`src/rtl/mem_arbiter_if.sv`:
```
// mem_arbiter_if: requester, flush/ready and memory-controller signals of mem_arbiter
interface mem_arbiter_if;
  logic        rdy_in;
  logic        rob_clear;
  logic        io_buffer_full;
  logic        if_req;
  logic [31:0] if_addr;
  logic        if_done;
  logic [31:0] if_data;
  logic        lsb_req;
  logic        lsb_we;
  logic [31:0] lsb_addr;
  logic [31:0] lsb_wdata;
  logic [2:0]  lsb_type;
  logic        lsb_done;
  logic [31:0] lsb_rdata;
  logic        mc_new_task;
  logic        mc_is_write;
  logic [31:0] mc_addr;
  logic [31:0] mc_wdata;
  logic [2:0]  mc_work_type;
  logic [31:0] mc_rdata;
  logic        mc_ready;
  logic        mc_working;
  modport slave (
    input  rdy_in, rob_clear, io_buffer_full, if_req, if_addr, lsb_req, lsb_we, lsb_addr,
           lsb_wdata, lsb_type, mc_rdata, mc_ready, mc_working,
    output if_done, if_data, lsb_done, lsb_rdata, mc_new_task, mc_is_write, mc_addr,
           mc_wdata, mc_work_type
  );
  modport master (
    output rdy_in, rob_clear, io_buffer_full, if_req, if_addr, lsb_req, lsb_we, lsb_addr,
           lsb_wdata, lsb_type, mc_rdata, mc_ready, mc_working,
    input  if_done, if_data, lsb_done, lsb_rdata, mc_new_task, mc_is_write, mc_addr,
           mc_wdata, mc_work_type
  );
endinterface

```
`src/rtl/mem_arbiter.sv`:
```
// mem_arbiter: arbitrates fetch and LSB requests onto one byte-serial memory controller
// Optional MEM_ARB_PERF_EN adds grant and IO-stall performance counters.
module mem_arbiter #(
  parameter logic [31:0] IO_BASE      = 32'h0003_0000,
  parameter logic [2:0]  IF_WORK_TYPE = 3'b010
) (
  input  logic         clk_in,
  input  logic         rst_n_in,
`ifdef MEM_ARB_PERF_EN
  output logic [31:0]  perf_if_grants,
  output logic [31:0]  perf_lsb_grants,
  output logic [31:0]  perf_io_stall,
`endif
  mem_arbiter_if.slave bus
);
  localparam logic [1:0] IDLE  = 2'd0;
  localparam logic [1:0] ISSUE = 2'd1;
  localparam logic [1:0] WAIT  = 2'd2;
  localparam logic OWN_IF  = 1'b0;
  localparam logic OWN_LSB = 1'b1;
  logic [1:0]  state_q, state_d;
  logic        last_q, last_d, owner_q, owner_d, we_q, we_d;
  logic [31:0] addr_q, addr_d, wdata_q, wdata_d;
  logic [2:0]  wt_q, wt_d;
  logic        if_done_q, if_done_d, lsb_done_q, lsb_done_d;
  logic [31:0] if_data_q, if_data_d, lsb_rdata_q, lsb_rdata_d;
  logic        io_block, lsb_st, if_ok, lsb_ok, pick_lsb, grant, flush_rd, issue, finish;
  assign io_block = bus.lsb_req && bus.lsb_we && bus.lsb_addr >= IO_BASE && bus.io_buffer_full;
  assign lsb_st   = bus.lsb_req && bus.lsb_we && !io_block;
  assign if_ok    = bus.if_req && !bus.rob_clear;
  assign lsb_ok   = lsb_st || (bus.lsb_req && !bus.lsb_we && !bus.rob_clear);
  assign pick_lsb = lsb_st || (lsb_ok && (!if_ok || last_q == OWN_IF));
  assign grant    = if_ok || lsb_ok;
  assign flush_rd = bus.rob_clear && !we_q;
  assign issue    = state_q == ISSUE && bus.rdy_in && !bus.rob_clear && !bus.mc_working;
  assign finish   = state_q == WAIT && !flush_rd && !bus.mc_working && (we_q || bus.mc_ready);
  // next state: grant and latch the task in IDLE, strobe in ISSUE, complete or abort in WAIT
  always_comb begin
    state_d     = state_q;
    last_d      = last_q;
    owner_d     = owner_q;
    we_d        = we_q;
    addr_d      = addr_q;
    wdata_d     = wdata_q;
    wt_d        = wt_q;
    if_data_d   = if_data_q;
    lsb_rdata_d = lsb_rdata_q;
    if_done_d   = 1'b0;
    lsb_done_d  = 1'b0;
    if (state_q == IDLE && grant) begin
      state_d = ISSUE;
      owner_d = pick_lsb;
      last_d  = pick_lsb;
      we_d    = pick_lsb && bus.lsb_we;
      addr_d  = pick_lsb ? bus.lsb_addr : bus.if_addr;
      wdata_d = pick_lsb ? bus.lsb_wdata : '0;
      wt_d    = pick_lsb ? bus.lsb_type : IF_WORK_TYPE;
    end
    if (state_q == ISSUE) state_d = flush_rd ? IDLE : issue ? WAIT : ISSUE;
    if (state_q == WAIT && (flush_rd || finish)) state_d = IDLE;
    if (finish) begin
      if_done_d   = owner_q == OWN_IF;
      lsb_done_d  = owner_q == OWN_LSB;
      if_data_d   = owner_q == OWN_IF && !we_q ? bus.mc_rdata : if_data_q;
      lsb_rdata_d = owner_q == OWN_LSB && !we_q ? bus.mc_rdata : lsb_rdata_q;
    end
  end
  // all state and output registers hold while rdy_in is low
  always_ff @(posedge clk_in or negedge rst_n_in) begin
    if (!rst_n_in) begin
      state_q     <= IDLE;
      last_q      <= OWN_LSB;
      owner_q     <= OWN_IF;
      we_q        <= 1'b0;
      addr_q      <= '0;
      wdata_q     <= '0;
      wt_q        <= '0;
      if_done_q   <= 1'b0;
      lsb_done_q  <= 1'b0;
      if_data_q   <= '0;
      lsb_rdata_q <= '0;
    end else if (bus.rdy_in) begin
      state_q     <= state_d;
      last_q      <= last_d;
      owner_q     <= owner_d;
      we_q        <= we_d;
      addr_q      <= addr_d;
      wdata_q     <= wdata_d;
      wt_q        <= wt_d;
      if_done_q   <= if_done_d;
      lsb_done_q  <= lsb_done_d;
      if_data_q   <= if_data_d;
      lsb_rdata_q <= lsb_rdata_d;
    end
  end
  assign bus.mc_new_task  = issue;
  assign bus.mc_is_write  = we_q;
  assign bus.mc_addr      = addr_q;
  assign bus.mc_wdata     = wdata_q;
  assign bus.mc_work_type = wt_q;
  assign bus.if_done      = if_done_q;
  assign bus.if_data      = if_data_q;
  assign bus.lsb_done     = lsb_done_q;
  assign bus.lsb_rdata    = lsb_rdata_q;
  // a new task must never be strobed into a busy controller
  assert property (@(posedge clk_in) disable iff (!rst_n_in) !(bus.mc_new_task && bus.mc_working));
`ifdef MEM_ARB_PERF_EN
  logic [31:0] perf_if_q, perf_lsb_q, perf_io_q;
  // free-running counters of grants per owner and IDLE cycles with an IO store held off
  always_ff @(posedge clk_in or negedge rst_n_in) begin
    if (!rst_n_in) begin
      perf_if_q  <= '0;
      perf_lsb_q <= '0;
      perf_io_q  <= '0;
    end else if (bus.rdy_in) begin
      perf_if_q  <= perf_if_q + {31'd0, state_q == IDLE && grant && !pick_lsb};
      perf_lsb_q <= perf_lsb_q + {31'd0, state_q == IDLE && grant && pick_lsb};
      perf_io_q  <= perf_io_q + {31'd0, state_q == IDLE && io_block};
    end
  end
  assign perf_if_grants  = perf_if_q;
  assign perf_lsb_grants = perf_lsb_q;
  assign perf_io_stall   = perf_io_q;
`endif
endmodule

```
`src/flat_wrapper.sv`:
```
// flat-port wrapper written by rule: the top's interface ports become plain ports
module mem_arbiter_flat 
#(
  parameter logic [31:0] IO_BASE      = 32'h0003_0000,
  parameter logic [2:0]  IF_WORK_TYPE = 3'b010
)
  (clk_in, rst_n_in, bus_rdy_in, bus_rob_clear, bus_io_buffer_full, bus_if_req, bus_if_addr, bus_lsb_req, bus_lsb_we, bus_lsb_addr, bus_lsb_wdata, bus_lsb_type, bus_mc_rdata, bus_mc_ready, bus_mc_working, bus_if_done, bus_if_data, bus_lsb_done, bus_lsb_rdata, bus_mc_new_task, bus_mc_is_write, bus_mc_addr, bus_mc_wdata, bus_mc_work_type);
  mem_arbiter_if bus_i ();
  input  logic clk_in;
  input  logic rst_n_in;
  input wire logic [$bits(bus_i.rdy_in)-1:0] bus_rdy_in;
  input wire logic [$bits(bus_i.rob_clear)-1:0] bus_rob_clear;
  input wire logic [$bits(bus_i.io_buffer_full)-1:0] bus_io_buffer_full;
  input wire logic [$bits(bus_i.if_req)-1:0] bus_if_req;
  input wire logic [$bits(bus_i.if_addr)-1:0] bus_if_addr;
  input wire logic [$bits(bus_i.lsb_req)-1:0] bus_lsb_req;
  input wire logic [$bits(bus_i.lsb_we)-1:0] bus_lsb_we;
  input wire logic [$bits(bus_i.lsb_addr)-1:0] bus_lsb_addr;
  input wire logic [$bits(bus_i.lsb_wdata)-1:0] bus_lsb_wdata;
  input wire logic [$bits(bus_i.lsb_type)-1:0] bus_lsb_type;
  input wire logic [$bits(bus_i.mc_rdata)-1:0] bus_mc_rdata;
  input wire logic [$bits(bus_i.mc_ready)-1:0] bus_mc_ready;
  input wire logic [$bits(bus_i.mc_working)-1:0] bus_mc_working;
  output wire logic [$bits(bus_i.if_done)-1:0] bus_if_done;
  output wire logic [$bits(bus_i.if_data)-1:0] bus_if_data;
  output wire logic [$bits(bus_i.lsb_done)-1:0] bus_lsb_done;
  output wire logic [$bits(bus_i.lsb_rdata)-1:0] bus_lsb_rdata;
  output wire logic [$bits(bus_i.mc_new_task)-1:0] bus_mc_new_task;
  output wire logic [$bits(bus_i.mc_is_write)-1:0] bus_mc_is_write;
  output wire logic [$bits(bus_i.mc_addr)-1:0] bus_mc_addr;
  output wire logic [$bits(bus_i.mc_wdata)-1:0] bus_mc_wdata;
  output wire logic [$bits(bus_i.mc_work_type)-1:0] bus_mc_work_type;
  assign bus_i.rdy_in = bus_rdy_in;
  assign bus_i.rob_clear = bus_rob_clear;
  assign bus_i.io_buffer_full = bus_io_buffer_full;
  assign bus_i.if_req = bus_if_req;
  assign bus_i.if_addr = bus_if_addr;
  assign bus_i.lsb_req = bus_lsb_req;
  assign bus_i.lsb_we = bus_lsb_we;
  assign bus_i.lsb_addr = bus_lsb_addr;
  assign bus_i.lsb_wdata = bus_lsb_wdata;
  assign bus_i.lsb_type = bus_lsb_type;
  assign bus_i.mc_rdata = bus_mc_rdata;
  assign bus_i.mc_ready = bus_mc_ready;
  assign bus_i.mc_working = bus_mc_working;
  assign bus_if_done = bus_i.if_done;
  assign bus_if_data = bus_i.if_data;
  assign bus_lsb_done = bus_i.lsb_done;
  assign bus_lsb_rdata = bus_i.lsb_rdata;
  assign bus_mc_new_task = bus_i.mc_new_task;
  assign bus_mc_is_write = bus_i.mc_is_write;
  assign bus_mc_addr = bus_i.mc_addr;
  assign bus_mc_wdata = bus_i.mc_wdata;
  assign bus_mc_work_type = bus_i.mc_work_type;
  mem_arbiter #(.IO_BASE(IO_BASE), .IF_WORK_TYPE(IF_WORK_TYPE)) u_core (.clk_in(clk_in), .rst_n_in(rst_n_in), .bus(bus_i));
endmodule
```
`config.mk`:
```
export PLATFORM = sky130hd
export DESIGN_NAME = mem_arbiter_flat
export DESIGN_NICKNAME = d
export VERILOG_FILES = /design/src/rtl/mem_arbiter_if.sv /design/src/rtl/mem_arbiter.sv /design/src/flat_wrapper.sv
export SDC_FILE = /design/constraint.sdc
export NUM_CORES = 1
export LEC_CHECK = 0
export BUFFER_PORTS_ARGS = -buffer_cell sky130_fd_sc_hd__buf_2
export CELL_PAD_IN_SITES_DETAIL_PLACEMENT = 1
export CELL_PAD_IN_SITES_GLOBAL_PLACEMENT = 1
export CORE_ASPECT_RATIO = 0.8
export CORE_MARGIN = 8
export CORE_UTILIZATION = 35
export DETAILED_ROUTE_END_ITERATION = 10
export GPL_TIMING_DRIVEN = 1
export PLACE_DENSITY_LB_ADDON = 0.1
export SLEW_MARGIN = 5
export SYNTH_ARGS = -nofsm -noshare
export SYNTH_HDL_FRONTEND = slang
export SYNTH_SLANG_ARGS = --single-unit
```
`constraint.sdc`:
```
create_clock -name clk_in -period 2.4 [get_ports clk_in]
set_input_delay 0.12 -clock clk_in [delete_from_list [all_inputs] [get_ports clk_in]]
set_output_delay 0.12 -clock clk_in [all_outputs]
set_load 0.02 [all_outputs]
```
==> flow_metrics.py <==
metrics = {
    "outcome": {
        "status": "completed",
    },
    "global_route": {
        "grt_pass1_wl_mm": 37.46,
        "grt_pass1_vias": 6728,
        "grtUsageMet2_pct": 35.41,
        "grtUsageTotal_pct": 20.40,
        "grt_use_met3_pct": 6.128,
        "use_met1_pct": 24.28,
        "grt.overflow.total": 0,
        "antenna_found_initial": 1,
        "top_usage_layer": "met2",
        "grt_start_max_net_pins": 47,
    },
    "finish": {
        "layout_commonest_cell": "buf_2",
        "area_growth_pct": 47.02,
        "antenna_cells": 0,
        "n_fill_cell": 1988,
        "multi_input_area_um2": 2535,
        "nets": 1028,
        "drive_gt1_share_pct": 46.00,
        "seqCellArea_um2": 3455,
        "final_cell_mix": "buf_2, dfrtp_1, dlygate4sd3_1, inv_1, mux2_2",
    },
    "sta": {
        "fin_crit_sh_pct": 88.19,
        "finalSetupViolCount": 0,
        "holdWs_ns": 0.01934,
        "rsz0062_at_grt": "false",
        "finalSetupTns_ns": 0,
        "final_hold_viol_count": 0,
        "fin_crit_ns": 2.116,
        "slew-limit-headroom_pct": 45.68,
        "fmax_mhz": 472.5,
        "tightest_slew_ns": 0.8130,
        "maxSlewViolCount": 0,
        "skew_ns": 0.01119,
    },
    "die": {
        "die_h_um": 137.5,
        "ioPinCount": 276,
        "start_util_pct": 35.67,
        "rows": 44,
        "die_area_um2": 23090,
        "die_x_um": 167.9,
        "fp.coreArea_um2": 18110,
    },
    "synthesis": {
        "ys_warn_count": 0,
        "synth_cell_types": 42,
        "synth-seq-cells": 138,
        "synth_area_per_cell_um2": 11.81,
        "synth_area_um2": 6461,
        "ys_seq_area_share_pct": 53.47,
        "synth_fp_nets": 688,
        "synth_cells": 547,
    },
    "critical_path": {
        "critPathMaxFanout": 32,
        "reg2reg_slack_ns": 0.28,
        "path_class": "reg2reg",
        "r2r_start": "u_core.state_q[1]",
        "critPathCapture": "u_core.bus.if_data[29]",
        "max_stage_delay_ns": 0.48,
        "crit_slowest_cell": "or4b_1",
        "ff2ff_path_depth": 5,
        "start_kind": "flip-flop",
        "critPathLaunch": "u_core.state_q[1]",
        "cp.required_ns": 2.69,
        "cp.arrival_ns": 2.40,
        "end_kind": "flip-flop",
        "rr_endpoint": "u_core.bus.if_data[29]",
        "path_cells": "nor3b_1 -> o21ai_1 -> or4b_1 -> buf_4 -> mux2_1",
    },
    "route": {
        "antenna_left": 0,
        "num_vias": 5860,
        "drc": 0,
        "drt_iter0_drc": 344,
        "wire_per_inst_um": 20.72,
        "vias_per_cell": 5.186,
        "drt-total-wl_mm": 23.41,
        "dr.pass1.iters": 5,
    },
    "clocking": {
        "post_cts_buffers": 0,
        "ctsHoldBuffers": 76,
        "root_buffer": "clkbuf_16",
        "cts_tree": "yes",
        "clk_pin_slew_worst_paths_ns": 0.06,
        "post_cts_resized": 0,
        "clk-insertion-delay-late_ns": 0.41,
        "cts-buffers-inserted": 17,
        "cts_buffer_depth": 2,
        "h-tree-depth": 4,
        "cts_num_sinks": 138,
    },
    "run": {
        "timing.max_cap.violations": 0,
    },
    "power_and_ir_drop": {
        "powerDensity_nw_per_um2": 1179,
        "p_leak_uw": 0.004761,
        "max-vdd-ir-drop_mv": 0.5035,
    },
    "place": {
        "dp_hpwl_mm": 16.47,
        "place.gp.congestion": 0.7952,
        "io_buffers": 275,
    },
    "min_path": {
        "holdCritPathClass": "in2reg",
    },
}
-- flip-flops by register name (all words and copies together) (netlist names), 2 cells and up --
signal                   cells
u_core.state_q               2
u_core.bus.mc_wdata         32
u_core.bus.mc_work_type      3
u_core.bus.lsb_rdata        32
u_core.bus.if_data          32
u_core.bus.mc_addr          32
-- power by group --
| part | internal, µW | leakage (µW) | switching (µW) |
|---|---|---|---|
| Sequential | 3370 | 0.00175 | 621 |
| Combinational | 1730 | 0.00273 | 2800 |
| Clock | 1650 | 0.000285 | 1040 |
| Total | 6750 | 0.00476 | 4460 |
-- area by class of cell --
type	instances	area share, %
flip-flops and latches	138	36.37
multi-input cells	287	26.69
repair buffers	370	24.72
inverters	73	2.885
clock inverters	13	1.752
well taps	230	3.030
clock buffers	19	4.557
-- worst max-delay path: cells and delay by family (launching register included) --
family	cells	cell delay, ns
buffers and inverters	1	0.29
muxes	1	0.37
and+or+nand+nor	2	0.76
AOI/OAI and AO/OA	1	0.17
DFF	1	0.40
-- per-layer routing --
| metal | up-vias | routed length [µm] |
|---|---|---|
| met5 | - | 10 |
| met4 | 2 | 400 |
| met3 | 27 | 1625 |
| met2 | 206 | 11860 |
| met1 | 2910 | 9511 |
| li1 | 2715 | - |
-- worst min path at each step --
stage                                  from                 endpoint  slack, ns  depth (start not counted)
final                       bus_if_addr[22]   u_core.bus.mc_addr[22]       0.02                          3
after detailed placement           rst_n_in   u_core.bus.mc_addr[13]       0.08                          1
after CTS                 bus_lsb_wdata[19]  u_core.bus.mc_wdata[19]      0.001                          3
after global placement             rst_n_in   u_core.bus.mc_addr[13]       0.08                          1
after global routing      bus_lsb_wdata[19]  u_core.bus.mc_wdata[19]      0.005                          3
after floorplan                    rst_n_in    u_core.bus.if_data[0]      -0.18                          0
-- cell families after synthesis --
group | Yosys count | share of synthesized area [%]
multiplexers | 67 | 11.66
AO/OA/AOI/OAI | 149 | 20.72
AND/OR/NAND/NOR | 71 | 6.449
flip-flops | 138 | 53.47
buffers and inverters | 122 | 7.707
-- through the flow --
| step | util (%) | area, µm² | worst slack (ns) | total power (µW) | cells |
|---|---|---|---|---|---|
| after floorplan | - | 6461 | 0.3759 | 6620 | 547 |
| after global placement | 44.94 | 8139 | 0.2822 | 8323 | 1022 |
| after detailed placement | 44.94 | 8139 | 0.2296 | 8514 | 1022 |
| after CTS | 52.45 | 9499 | 0.2625 | 11340 | 1130 |
| after global routing | 52.45 | 9499 | 0.1697 | 11880 | 1130 |
| final | 52.45 | 9499 | 0.2835 | 11200 | 1130 |
-- cells in the mapped netlist, drive strengths merged --
cell | number | area share, %
a41oi | 18 | 2.4
o32a | 1 | 0.15
dfrtp | 137 | 53
nor4 | 1 | 0.33
clkbuf | 29 | 1.7
nor3b | 2 | 0.31
a2111oi | 1 | 0.15
a21o | 2 | 0.23
or4 | 4 | 0.58
and4 | 1 | 0.14
a22oi | 32 | 3.7
o41ai | 1 | 0.43
a211o | 1 | 0.14
o21ai | 2 | 0.15
dfstp | 1 | 0.41
nor2b | 3 | 0.29
o32ai | 35 | 7.1
buf | 20 | 1.8
a31oi | 14 | 1.4
and2 | 1 | 0.097
nand2b | 1 | 0.097
nor2 | 5 | 0.29
o21a | 2 | 0.23
a21oi | 3 | 0.29
o21bai | 1 | 0.12
inv | 73 | 4.2
or4b | 2 | 0.31
a211oi | 34 | 4.0
mux2i | 1 | 0.15
mux2 | 66 | 12
o21ba | 1 | 0.15
nand3 | 50 | 3.9
o311ai | 1 | 0.14
or3b | 1 | 0.14
No activity file was read; power rests on OpenSTA's default activity.
